`src/rtl/vec_sequencer.sv`:
```
// Vector-op sequencer: expands one decoded vector instruction into per-element
// micro-ops with rotated register indices and byte offsets, stalling fetch until done.
module vec_sequencer #(
  parameter int MAX_LEN = 8,
  parameter int LENW    = 4
) (
  input  logic              clk,
  input  logic              reset,
  input  logic              Start,
  input  logic              CondEx,
  input  logic [1:0]        VOp,
  input  logic [LENW-1:0]   VLen,
  input  logic [3:0]        Rd,
  input  logic [3:0]        Rn,
  input  logic [3:0]        Rm,
  input  logic              MemReady,
  output logic              Busy,
  output logic              StallF,
  output logic              ElemEn,
  output logic              ElemRegW,
  output logic              ElemMemW,
  output logic [3:0]        ElemRd,
  output logic [3:0]        ElemRn,
  output logic [3:0]        ElemRm,
  output logic [LENW-1:0]   ElemIdx,
  output logic [LENW+1:0]   AddrOff,
  output logic              Done,
  output logic              PCWriteErr
);

  // state | meaning
  // IDLE  | waiting for Start; datapath owned by the controller
  // ISSUE | element micro-op presented (ALU elements complete here)
  // WAIT  | load/store element waiting on MemReady
  // DONE  | one-cycle completion pulse, then back to IDLE
  typedef enum logic [1:0] {
    S_IDLE  = 2'd0,
    S_ISSUE = 2'd1,
    S_WAIT  = 2'd2,
    S_DONE  = 2'd3
  } state_t;

  localparam logic [1:0]      OP_ALU   = 2'b00;
  localparam logic [1:0]      OP_LOAD  = 2'b01;
  localparam logic [1:0]      OP_STORE = 2'b10;
  localparam logic [1:0]      OP_RSVD  = 2'b11;
  localparam logic [LENW-1:0] MAX_LEN_W = LENW'(MAX_LEN);

  state_t            state_q, state_d;
  logic [1:0]        op_q;
  logic [3:0]        rd_q, rn_q, rm_q;
  logic [LENW-1:0]   len_q;
  logic [LENW-1:0]   idx_q;
  logic              err_q;

  logic [LENW-1:0]   len_clamped;
  logic              accept;
  logic              annul;
  logic              is_last;
  logic              idx_inc;
  logic              wr_req;
  logic              pc_hit;

  assign len_clamped = (VLen > MAX_LEN_W) ? MAX_LEN_W : VLen;
  assign accept      = (state_q == S_IDLE) && Start;
  assign annul       = !CondEx || (VOp == OP_RSVD) || (len_clamped == '0);
  assign is_last     = (idx_q == len_q - LENW'(1));

  assign ElemIdx = idx_q;
  assign AddrOff = {idx_q, 2'b00};
  assign ElemRd  = rd_q + 4'(idx_q);
  assign ElemRn  = rn_q + 4'(idx_q);
  assign ElemRm  = rm_q + 4'(idx_q);

  // A write aimed at R15 would clobber the PC: drop it and flag it instead.
  assign pc_hit     = wr_req && (ElemRd == 4'hf);
  assign ElemRegW   = wr_req && !pc_hit;
  assign PCWriteErr = err_q;

  assign Busy   = (state_q != S_IDLE);
  assign StallF = Busy || Start;

  always_comb begin
    state_d  = state_q;
    idx_inc  = 1'b0;
    wr_req   = 1'b0;
    ElemEn   = 1'b0;
    ElemMemW = 1'b0;
    Done     = 1'b0;
    case (state_q)
      S_IDLE: begin
        if (Start) begin
          state_d = annul ? S_DONE : S_ISSUE;
        end
      end
      S_ISSUE: begin
        ElemEn = 1'b1;
        if (op_q == OP_ALU) begin
          wr_req = 1'b1;
          if (is_last) begin
            state_d = S_DONE;
          end else begin
            idx_inc = 1'b1;
          end
        end else begin
          ElemMemW = (op_q == OP_STORE);
          state_d  = S_WAIT;
        end
      end
      S_WAIT: begin
        if (MemReady) begin
          wr_req = (op_q == OP_LOAD);
          if (is_last) begin
            state_d = S_DONE;
          end else begin
            idx_inc = 1'b1;
            state_d = S_ISSUE;
          end
        end
      end
      S_DONE: begin
        Done    = 1'b1;
        state_d = S_IDLE;
      end
      default: state_d = S_IDLE;
    endcase
  end

  always_ff @(posedge clk) begin
    if (reset) begin
      state_q <= S_IDLE;
      op_q    <= '0;
      rd_q    <= '0;
      rn_q    <= '0;
      rm_q    <= '0;
      len_q   <= '0;
      idx_q   <= '0;
      err_q   <= 1'b0;
    end else begin
      state_q <= state_d;
      if (accept) begin
        op_q  <= VOp;
        rd_q  <= Rd;
        rn_q  <= Rn;
        rm_q  <= Rm;
        len_q <= len_clamped;
        idx_q <= '0;
        err_q <= 1'b0;
      end else begin
        if (idx_inc) begin
          idx_q <= idx_q + LENW'(1);
        end
        if (pc_hit) begin
          err_q <= 1'b1;
        end
      end
    end
  end

endmodule

```
`config.mk`:
```
export PLATFORM = sky130hd
export DESIGN_NAME = vec_sequencer
export DESIGN_NICKNAME = d
export VERILOG_FILES = /design/src/rtl/vec_sequencer.sv
export SDC_FILE = /design/constraint.sdc
export NUM_CORES = 1
export LEC_CHECK = 0
export BUFFER_PORTS_ARGS = -buffer_cell sky130_fd_sc_hd__buf_4
export CAP_MARGIN = 20
export CORE_ASPECT_RATIO = 0.7
export CORE_MARGIN = 3
export CORE_UTILIZATION = 51
export DETAILED_ROUTE_END_ITERATION = 6
export PLACE_DENSITY = 0.8
export SKIP_CTS_REPAIR_TIMING = 1
export SLEW_MARGIN = 20
export SYNTH_ARGS = -nofsm -noshare
export SYNTH_HDL_FRONTEND = slang
export SYNTH_SLANG_ARGS = --single-unit
```
`constraint.sdc`:
```
create_clock -name clk -period 2.1 [get_ports clk]
set_input_delay 0.42 -clock clk [delete_from_list [all_inputs] [get_ports clk]]
set_output_delay 0.42 -clock clk [all_outputs]
set_load 0.02 [all_outputs]
```
# Word level (Yosys, flattened, before mapping)
# Index checks and enable logic that the tools add are counted.
totals:
  reg_bits: 25
  out_inout_bits: 29
  word_cells: 58
op_classes:
  n_addsub: 5
  magnitude_cmp: 1
  eq_ne: 11
  n_mux: 19
  n_reduce_logical: 14
ops:
  columns: ["operator", "count"]
  rows:
  - ["$add A4 B4 Y4", 3]
  - ["$mux W2", 6]
  - ["$mux W1", 9]
  - ["$eq A2 B2 Y1 const B", 4]
  - ["$pmux W2 S4", 1]
  - ["$add A4 B1 Y4 const B", 1]
  - ["$eq A2 B1 Y1 const B", 2]
  - ["$eq A4 B4 Y1", 1]
  - ["$eq A4 B4 Y1 const B", 1]
  - ["$gt A4 B4 Y1 const B", 1]
  - ["$logic_not A2 Y1", 2]
  - ["$logic_not A4 Y1", 1]
  - ["$mux W4", 1]
  - ["$ne A2 B2 Y1 const B", 2]
  - ["$pmux W1 S2", 2]
  - ["$sub A4 B1 Y4 const B", 1]
  - ["$logic_and A1 B1 Y1", 3]
  - ["$logic_or A1 B1 Y1", 3]
  - ["$ne A3 B3 Y1 const B", 1]
  - ["$reduce_and A3 Y1", 1]
  - ["$logic_not A1 Y1", 2]
  - ["$reduce_bool A2 Y1", 1]
  - ["$reduce_or A2 Y1", 1]

# Depth between registers and ports, before layout
# Gate-level depths: netlist of the first run.
depth:
  ltp_word: 7
  mapped_depth: 7

# Worst setup path before layout of the first run
# OpenSTA, ideal clock, no wires.
synth_timing:
  kind: "register to output"
  start: "register idx_q[0], in the netlist ElemIdx[0]"
  end: "output ElemRegW"
  arrival_time_ps: 1857
  path_slack_ps: -177
  stages_incl_launch_ff: 7
  path_cell_list: "dfxtp_1 ha_1 fa_1 xor2_1 nand3_1 nor2_1 nor2_1"
synth_between:
  elab_chain_cells: 5
synth_rtl:
  columns: ["item", "line_no", "rtl"]
  rows:
  - ["start, declared", "53", "logic [LENW-1:0] idx_q;"]
  - ["start signal, assigned", "151", "idx_q <= idx_q + LENW'(1);"]
  - ["$add A4 B4 Y4", "71", "assign ElemRd = rd_q + 4'(idx_q);"]
  - ["via ElemRd[2]", "22", "output logic [3:0] ElemRd,"]
  - ["$eq A4 B4 Y1", "76", "assign pc_hit = wr_req && (ElemRd == 4'hf);"]
  - ["$logic_and A1 B1 Y1", "76", null]
  - ["$logic_not A1 Y1", "77", "assign ElemRegW = wr_req && !pc_hit;"]
  - ["$logic_and A1 B1 Y1", "77", null]
  - ["end, declared", "20", "output logic ElemRegW,"]
# The timed path passes the listed nets, and every way through them passes these cells.

# Final worst setup path of the first run
layout_timing:
  start: "register idx_q[0], in the netlist ElemIdx[0]"
  end: "output ElemRegW"
layout_between:
  elab_chain_cells: 5
layout_rtl:
  columns: ["item", "line_no"]
  rows:
  - ["$add A4 B4 Y4", "71"]
  - ["$eq A4 B4 Y1", "76"]
  - ["$logic_and A1 B1 Y1", "76"]
  - ["$logic_not A1 Y1", "77"]
  - ["$logic_and A1 B1 Y1", "77"]
# Every way passes these cells.

==> results of run 1 <==
-- worst max-delay path by stage --
stage / startpoint / endpoint / slack [ps] / depth (start not counted)
floorplan: ElemIdx[0] / ElemRegW / 9 / 6
global placement: ElemIdx[0] / ElemRegW / 170 / 7
detailed placement: ElemIdx[0] / ElemRegW / 120 / 7
CTS: ElemIdx[0] / ElemRegW / -190 / 7
global route: ElemIdx[0] / ElemRegW / -90 / 7
finish: ElemIdx[0] / ElemRegW / -50 / 7
-- flip-flops by register name, indices dropped and copies added (netlist names) --
signal      flops
ElemIdx         4
PCWriteErr      1
len_q           4
op_q            2
rd_q            4
rm_q            4
rn_q            4
state_q         2
-- cells by family after synthesis --
family                     count (synthesis)  synth area share (%)
and+or+nand+nor                           69                  19.5
AOI/OAI and AO/OA                         38                  15.5
buffers and inverters                     28                  8.26
other                                      1                 0.229
xor gates and xnor gates                  16                  9.95
adders and majority gates                 19                  15.9
DFF                                       25                  30.6
-- where the power goes --
group	switching [mW]	internal, mW	total, mW
clock	0.153	0.133	0.286
sequential	0.0984	0.574	0.672
combinational	0.868	0.691	1.56
total	1.12	1.40	2.52
-- per-layer routing --
layer,part of all wire [%],vias up,track usage (%)
li1,-,746,-
met1,46,666,27.0
met2,47,47,32.2
met3,6.1,4,4.93
met4,0.65,0,2.71
met5,0,-,0
-- per-stage QoR --
step | power, mW | instance area, sq um | TNS, ps | worst slack [ps]
detailed placement | 2.06 | 2030 | 0 | 116
global route | 2.68 | 2240 | -126 | -93.0
CTS | 2.35 | 2080 | -294 | -191
floorplan | 1.63 | 1650 | 0 | 8.81
global placement | 2.02 | 2030 | 0 | 173
finish | 2.52 | 2240 | -50.2 | -50.2
-- cell type report --
type | instances | area [sq um] | share of cell area (%)
Tap cell | 36 | 45.0 | 2.01
Clock buffer | 3 | 41.3 | 1.84
Multi-Input combinational cell | 144 | 1110 | 49.7
Timing Repair Buffer | 60 | 469 | 20.9
Inverter | 16 | 60.1 | 2.68
Clock inverter | 1 | 5.00 | 0.223
Sequential cell | 25 | 509 | 22.7
-- cells in the final DEF (no fill, tap or decap), drive strengths merged, types with 4 or more instances in the layout --
cell type	count
xnor2	10
ha	16
nand3	5
a21oi	24
xor2	6
nand2b	4
dfxtp	25
nand2	39
buf	60
nor2	9
inv	16
o21ai	4
-- critical path: cells and delay by family, from the launching register on --
kind	cells	cell delay (ps)
adders and majority gates	2	510
buffers and inverters	1	120
and+or+nand+nor	3	270
xor gates and xnor gates	1	180
DFF	1	370
==> summary.md, run 1 <==
| Metric | Value |
|---|---|
| First-pass GRT wire length | roughly 5800 microns |
| Commonest cells post-synth | 39 x nand2_1, 25 x dfxtp_1, 24 x a21oi_1 |
| RSZ-0062 raised after global routing | true |
| Final GP Congestion | around 0.84 |
| Count of final setup violators | 1 |
| Rows | 16 |
| Vias in the first global route | 1300 |
| Drt drc | 0 |
| DR pass1 iterations | 4 |
| CTS tree | built |
| Final wirelength | a little over 4000 microns |
| CP peak stage delay | approximately 370 ps |
| Via count | around 1500 |
| WP data required | 1680 ps |
| TritonCTS Buffers | 3 |
| Initial antenna violation count | 0 |
| HPWL after DPL | ~3000 microns |
| Diode count | 0 |
| Tmin final | between 2000 and 2500 ps |
| Worst Slack Setup Final | -50.2 ps |
| Max_cap viols | 0 |
| Top-count cell post-synth | nand2_1 |
| RR Endpoint | state_q[0] |
| GR Overflow Total | 0 |
| Hold Path Sink | rm_q[3] |
| Failing checks | setup timing |
| Synth area leader | dfxtp_1 |
| Register area share after synthesis | a little over 30% |
| CP Capture Type | output port |
| Starting Density | a little under three fifths |
| Max frequency | roughly 470 MHz |
| Worst hold margin | between 300 and 400 ps |
| Clock sinks | 25 |
| Worst hold path type | in -> reg |
| Leakage | 1.03 nW |
| Synthesis-to-layout area growth | 37.3% |
| Yosys warning total | 0 |
| Top cell type's share of synthesized area | a little under a third |
| Chip Width | 73.7 microns |
| CP arrival | roughly 1700 ps |
| Synth unique cells | 33 |
| Clock-pin slew on the worst setup and hold paths | 90 ps |
| IO Pins | 52 |
| Startpoint types | flop |
| Crit Path Max Fanout | 2 |
| Critical path's most frequent cell | nor2_2 |
| All-Layer GR Usage | roughly a fifth |
| Worst skew pair latency | approximately 270 ps |
| Die Footprint | 0.00393 sq mm |
| Seq cells post-synth | 25 |
| Core ar. | just under 0.003 sq mm |
| Htree depth | 1 |
| Port bufs | ~50 |
| DRT iter0 DRCs | a little over 100 |
| Number of synthesized flops with an enable pin | 0 |
| Crit-path cells | ha_4 -> fa_2 -> xor2_2 -> nand3_2 -> nor2_2 -> nor2_2 -> buf_6 |
| Fraction of layout cells with a size suffix above 1 | a little under two fifths |
| R2r setup slk | approximately 140 ps |
| Worst path slowest cell | dfxtp_4 |
| Final period util | 102% |
| Layout Utilization | between 70% and 80% |
| CTS max path bufs | 2 |
| FFs w/ async S/R, synth | 0% |
| Final #Nets | between 200 and 300 |
| Placed cell count | ~280 |
| Top_reg_cell synth | dfxtp_1 |
| Crit path kind | reg -> out |
| Pwr per Cell Area | ~1100 mW/mm^2 |
| Worst Clk Skew | roughly 2.8 ps |
| Pin count of the biggest net entering global routing | 23 |
| Hold_sp | Rm[3] |
| Netlist Area Pre-Place | ~0.0016 sq mm |
| WHS Path Cells | 3 |
| Syn Inst Count | 196 |
| Status | complete, but fails checks |
| Detailed-route vias per instance | 5.13 |
| FF-to-FF path depth | 7 |
| Routed len/inst | roughly 14 microns |
| Origin of the critical flop-to-flop path | len_q[0] |
| Root Buffer | clkbuf_8 |
| Final instance count without filler cells | ~290 |
| Final hold viol count | 0 |
| Post-route ant nets | 0 |
| Die height | approximately 53 microns |
| Fill cell count | 205 |
| Syn Area/Cell | between 8 and 9 sq um |
| Worst vdd ir | around 0.57 mV |
| Largest cells by area after synthesis | dfxtp_1 31%, ha_1 12%, nand2_1 9.0% |
| Fin. max-slew vios | 0 |
(Power assumes the default switching activity.)
==> inputs of run 2 (changes only) <==
--- a/config.mk
+++ b/config.mk
@@ -13,2 +13,3 @@
 export DETAILED_ROUTE_END_ITERATION = 6
+export HOLD_SLACK_MARGIN = 0.03
 export PLACE_DENSITY = 0.8
==> constraint.sdc (replaced) <==
create_clock -name clk -period 2.1 [get_ports clk]
set_input_delay 0.315 -clock clk [delete_from_list [all_inputs] [get_ports clk]]
set_output_delay 0.315 -clock clk [all_outputs]
set_load 0.02 [all_outputs]
==> run 2 against run 1 <==
Compared with the run above:
- the run now ends clean
- final cell count up 0.35%
- sequential share of layout area up 0.68 points
- sequential power fell by 3.4%
- critical path type unchanged
- largest cell class unchanged
- highest routed layer unchanged
- die area stayed put
==> summary.md, run 2 (synthesized netlist as in run 1, its figures left out) <==
| Metric | Value |
|---|---|
| Sw power | roughly 1.1 mW |
| Pin count of the biggest net entering global routing | 23 |
| WP data required | between 1500 and 2000 ps |
| CP Capture Type | output port |
| First-pass GRT wire length | between 6000 and 7000 microns |
| Vias in the first global route | approximately 1400 |
| Status | finished clean |
| Dpl cell area | between 0.002 and 0.0025 sq mm |
| Final hold viol count | 0 |
| Clock sinks | 25 |
| Root Buffer | clkbuf_8 |
| Fin. max-slew vios | 0 |
| Worst hold path type | in -> reg |
| All-Layer GR Usage | between 20% and 30% |
| Crit Path Max Fanout | 2 |
| Die height | between 50 and 60 microns |
| Origin of the critical flop-to-flop path | len_q[0] |
| IO Pins | 52 |
| DRT iter0 DRCs | 70 |
| Startpoint types | flop |
| TritonCTS Buffers | 3 |
| Routed len/inst | around 13 microns |
| Worst skew pair latency | 270 ps |
| Crit path kind | reg -> out |
| Starting Density | a little under three fifths |
| WHS Path Cells | 3 |
| Clock-pin slew on the worst setup and hold paths | roughly 90 ps |
| CTS tree | built |
| Commonest cells after routing, fill and taps aside | 59 x buf_4, 39 x nand2_1, 22 x dfxtp_1, 21 x a21oi_1, 16 x inv_1 |
| Count of final setup violators | 0 |
| Seq pwr share | about a quarter |
| Diode count | 0 |
| Worst Clk Skew | between 4 and 5 ps |
| Final period util | a little over nine tenths |
| Via count | about 1500 |
| Max frequency | roughly 500 MHz |
| R2r setup slk | ~170 ps |
| Drt drc | 0 |
| Die Footprint | roughly 0.0039 sq mm |
| Pwr per Cell Area | between 1000 and 1500 mW/mm^2 |
| Switching Share | 44.3% |
| Htree depth | 1 |
| DR pass1 iterations | 4 |
| Synthesis-to-layout area growth | 32.6% |
| Worst hold margin | 287 ps |
| Gate power share | 61.6% |
| Max_cap viols | 0 |
| Layout Utilization | around 74% |
| FF-to-FF path depth | 7 |
| Leakage | around 1.0 nW |
| Clock power frac | 11.7% |
| Final #Nets | 293 |
| Detailed-route vias per instance | about 5.1 |
| CP startpoint | ElemIdx[0] |
| CP arrival | about 1700 ps |
| Worst vdd ir | approximately 0.54 mV |
| Tmin final | 2040 ps |
| Chip Width | 73.7 microns |
| Commonest non-fill, non-tap cell in the layout | buf_4 |
| Fraction of layout cells with a size suffix above 1 | 34.4% |
| Setup_tns | 0 ps |
| Final wirelength | between 3000 and 4000 microns |
| HPWL after DPL | ~3000 microns |
| Core ar. | ~0.0029 sq mm |
| Post-route ant nets | 0 |
| Post-route design area | between 0.002 and 0.0025 sq mm |
| CTS max path bufs | 2 |
| Final GP Congestion | approximately 0.9 |
| Port bufs | around 50 |
| Initial antenna violation count | 0 |
| RSZ-0062 raised after global routing | true |
| Worst setup endpoint | ElemRegW |
| Int Power | 1.36 mW |
| Rows | 16 |
| GR Overflow Total | 0 |
| RR Endpoint | state_q[0] |
-- run 2: critical path: stages, from the launching register on --
cell	delay, ps
dfxtp_2	330
ha_2	200
fa_2	560
nand3_2	80
nor2_1	90
nor2_1	40
buf_4	150
-- run 2: power groups by stage --
| stage | sequential, mW | clock [mW] | combinational [mW] |
|---|---|---|---|
| global route | 0.662 | 0.313 | 1.64 |
| detailed placement | 0.654 | 0 | 1.42 |
| finish | 0.649 | 0.286 | 1.50 |
| CTS | 0.644 | 0.289 | 1.42 |
| global placement | 0.649 | 0 | 1.39 |
| floorplan | 0.675 | 0 | 0.951 |
-- run 2: cell type report --
| cell class | instances | area, sq um |
|---|---|---|
| well taps | 36 | 45.0 |
| clock inverters | 1 | 5.00 |
| repair buffers | 61 | 465 |
| multi-input cells | 144 | 1040 |
| flip-flops and latches | 25 | 507 |
| inverters | 16 | 60.1 |
| clock buffers | 3 | 41.3 |
| fillers | 240 | 754 |
-- run 2: per-layer routing --
| layer | part of all wire (%) | track usage (%) | wire length (microns) |
|---|---|---|---|
| met1 | 47 | 26.8 | 1790 |
| met2 | 46 | 35.1 | 1740 |
| met3 | 6.5 | 5.31 | 244 |
| met4 | 0.19 | 2.11 | 7 |
| met5 | 0 | 0 | 0 |
-- run 2: metrics by stage --
stage          std cells  power (mW)  setup WS (ps)
3_5_place_dp         277        2.07            247
4_1_cts              281        2.36          -69.4
6_report             286        2.44           61.2
2_1_floorplan        197        1.63           25.5
5_1_grt              286        2.62          -16.5
3_3_place_gp         277        2.04            300
-- run 2: worst min path at each step --
stage | startpoint | to | slack, ps
3_3_place_gp | rd_q[2] | rd_q[2] | 450
4_1_cts | Rm[2] | rm_q[2] | 290
2_1_floorplan | rd_q[0] | rd_q[0] | 440
5_1_grt | Rn[0] | rn_q[0] | 280
6_report | Rm[2] | rm_q[2] | 290
3_5_place_dp | rn_q[2] | rn_q[2] | 450
==> inputs of run 3 (changes only) <==
CORE_UTILIZATION = 46   (was 51)
PLACE_DENSITY = 0.76   (was 0.8)
clock period = 1.8 ns   (was 2.1 ns; I/O delays follow)
==> run 3 against run 2 <==
Compared with the run above:
- the flow now finishes with violations (setup timing)
- sequential share of layout area fell by 1.7 points
- via count up 4.2%
- final cell count is 5.9% higher
- total power increased by 27%
==> summary.md, run 3 (synthesized netlist as in run 1, its figures left out) <==
| Metric | Value |
|---|---|
| FF-to-FF path depth | 7 |
| Synthesis-to-layout area growth | 45.3% |
| Starting Density | 49.9% |
| Leakage | between 1 and 1.5 nW |
| CP Capture Type | output port |
| Via count | approximately 1500 |
| Total power | between 3 and 4 mW |
| Placed cell count | 293 |
| Htree depth | 1 |
| Worst Clk Skew | roughly 1.5 ps |
| All-Layer GR Usage | about a fifth |
| Pwr per Cell Area | around 1300 mW/mm^2 |
| Startpoint types | flop |
| DRT iter0 DRCs | between 80 and 90 |
| IO Pins | 52 |
| Final wirelength | roughly 4400 microns |
| TritonCTS Buffers | 3 |
| Final period util | 111% |
| Commonest non-fill, non-tap cell in the layout | buf_4 |
| Final hold viol count | 0 |
| First-pass GRT wire length | 6430 microns |
| Clock sinks | 25 |
| Drt drc | 0 |
| Worst hold path type | in -> reg |
| Clock-pin slew on the worst setup and hold paths | ~90 ps |
| Crit Path Max Fanout | 6 |
| Detailed-route vias per instance | about 5.0 |
| Core ar. | between 0.003 and 0.004 sq mm |
| Final instance count without filler cells | 303 |
| Worst vdd ir | approximately 0.70 mV |
| Max frequency | roughly 500 MHz |
| Initial antenna violation count | 0 |
| Commonest cells after routing, fill and taps aside | 61 x buf_4, 38 x nand2_1, 21 x a21oi_1, 18 x dfxtp_1, 13 x inv_1 |
| DR pass1 iterations | 4 |
| Fraction of layout cells with a size suffix above 1 | between 40% and 50% |
| Tmin final | approximately 2000 ps |
| CTS tree | built |
| Worst slack at placement | 31.4 ps |
| RSZ-0062 raised after global routing | true |
| Worst Slack Setup Final | -202 ps |
| WHS Path Cells | 3 |
| Crit path kind | reg -> out |
| Failing checks | setup timing |
| Setup_tns | -1120 ps |
| GR Overflow Total | 0 |
| Chip Width | approximately 77 microns |
| Pin count of the biggest net entering global routing | 23 |
| Port bufs | ~50 |
| Root Buffer | clkbuf_8 |
| Final GP Congestion | between 0.8 and 0.9 |
| Status | complete, but fails checks |
| Final #Nets | around 300 |
| Max_cap viols | 0 |
| Die height | 55.9 microns |
| Worst skew pair latency | 280 ps |
| Die Footprint | ~0.0043 sq mm |
| Post-route ant nets | 0 |
| Vias in the first global route | between 1000 and 1500 |
| Fin. max-slew vios | 0 |
| CTS max path bufs | 2 |
| Count of final setup violators | 11 |
| WP data required | 1530 ps |
| Routed len/inst | about 14 microns |
| HPWL after DPL | between 3000 and 4000 microns |
| Diode count | 0 |
| CP arrival | approximately 1700 ps |
| Rows | 17 |
-- run 3: cell count changes in the layout (fill, tap and decap cells not counted), sizes merged --
| cell | change |
|---|---|
| buf | +6 |
-- run 3: worst paths after layout --
path	startpoint	to	slack [ps]
worst min-delay path	Rm[2]	rm_q[2]	230
worst min register to register	rd_q[2]	rd_q[2]	470
worst max register to register	len_q[1]	ElemIdx[3]	-30
worst max-delay path	ElemIdx[0]	ElemRegW	-200
-- run 3: final cells by class --
cell class	instances	area, sq um
sequential	25	514
timing repair buffer	67	526
tap	47	58.8
fill	251	900
clock buffer	3	41.3
multi-input combinational	144	1170
clock inverter	1	5.00
inverter	16	60.1
-- run 3: per-stage QoR --
stage               hold WS (ps)  area, sq um  util [%]
floorplan                    406         1690         -
global placement             450         2130      65.0
detailed placement           453         2130      65.0
CTS                          230         2180      66.5
global route                 233         2380      72.5
finish                       229         2380      72.5
-- run 3: metal layers --
metal	up-vias	wire (microns)	track usage [%]
met4	0	60	6.09
met2	39	2090	28.9
met3	7	203	4.69
met5	-	0	0
li1	759	-	-
met1	718	2020	25.4
-- run 3: power by group --
part / internal [mW] / switching, mW
logic: 0.865 / 1.08
clock network: 0.155 / 0.189
registers: 0.672 / 0.121
-- run 3: worst max-delay path, cell delays in order, from the launching register on --
cell and delay, ps:
dfxtp_4 380, ha_4 170, fa_2 380, xor2_4 160, nand3_2 100, nor2_2 100, nor2_2 40, buf_6 120
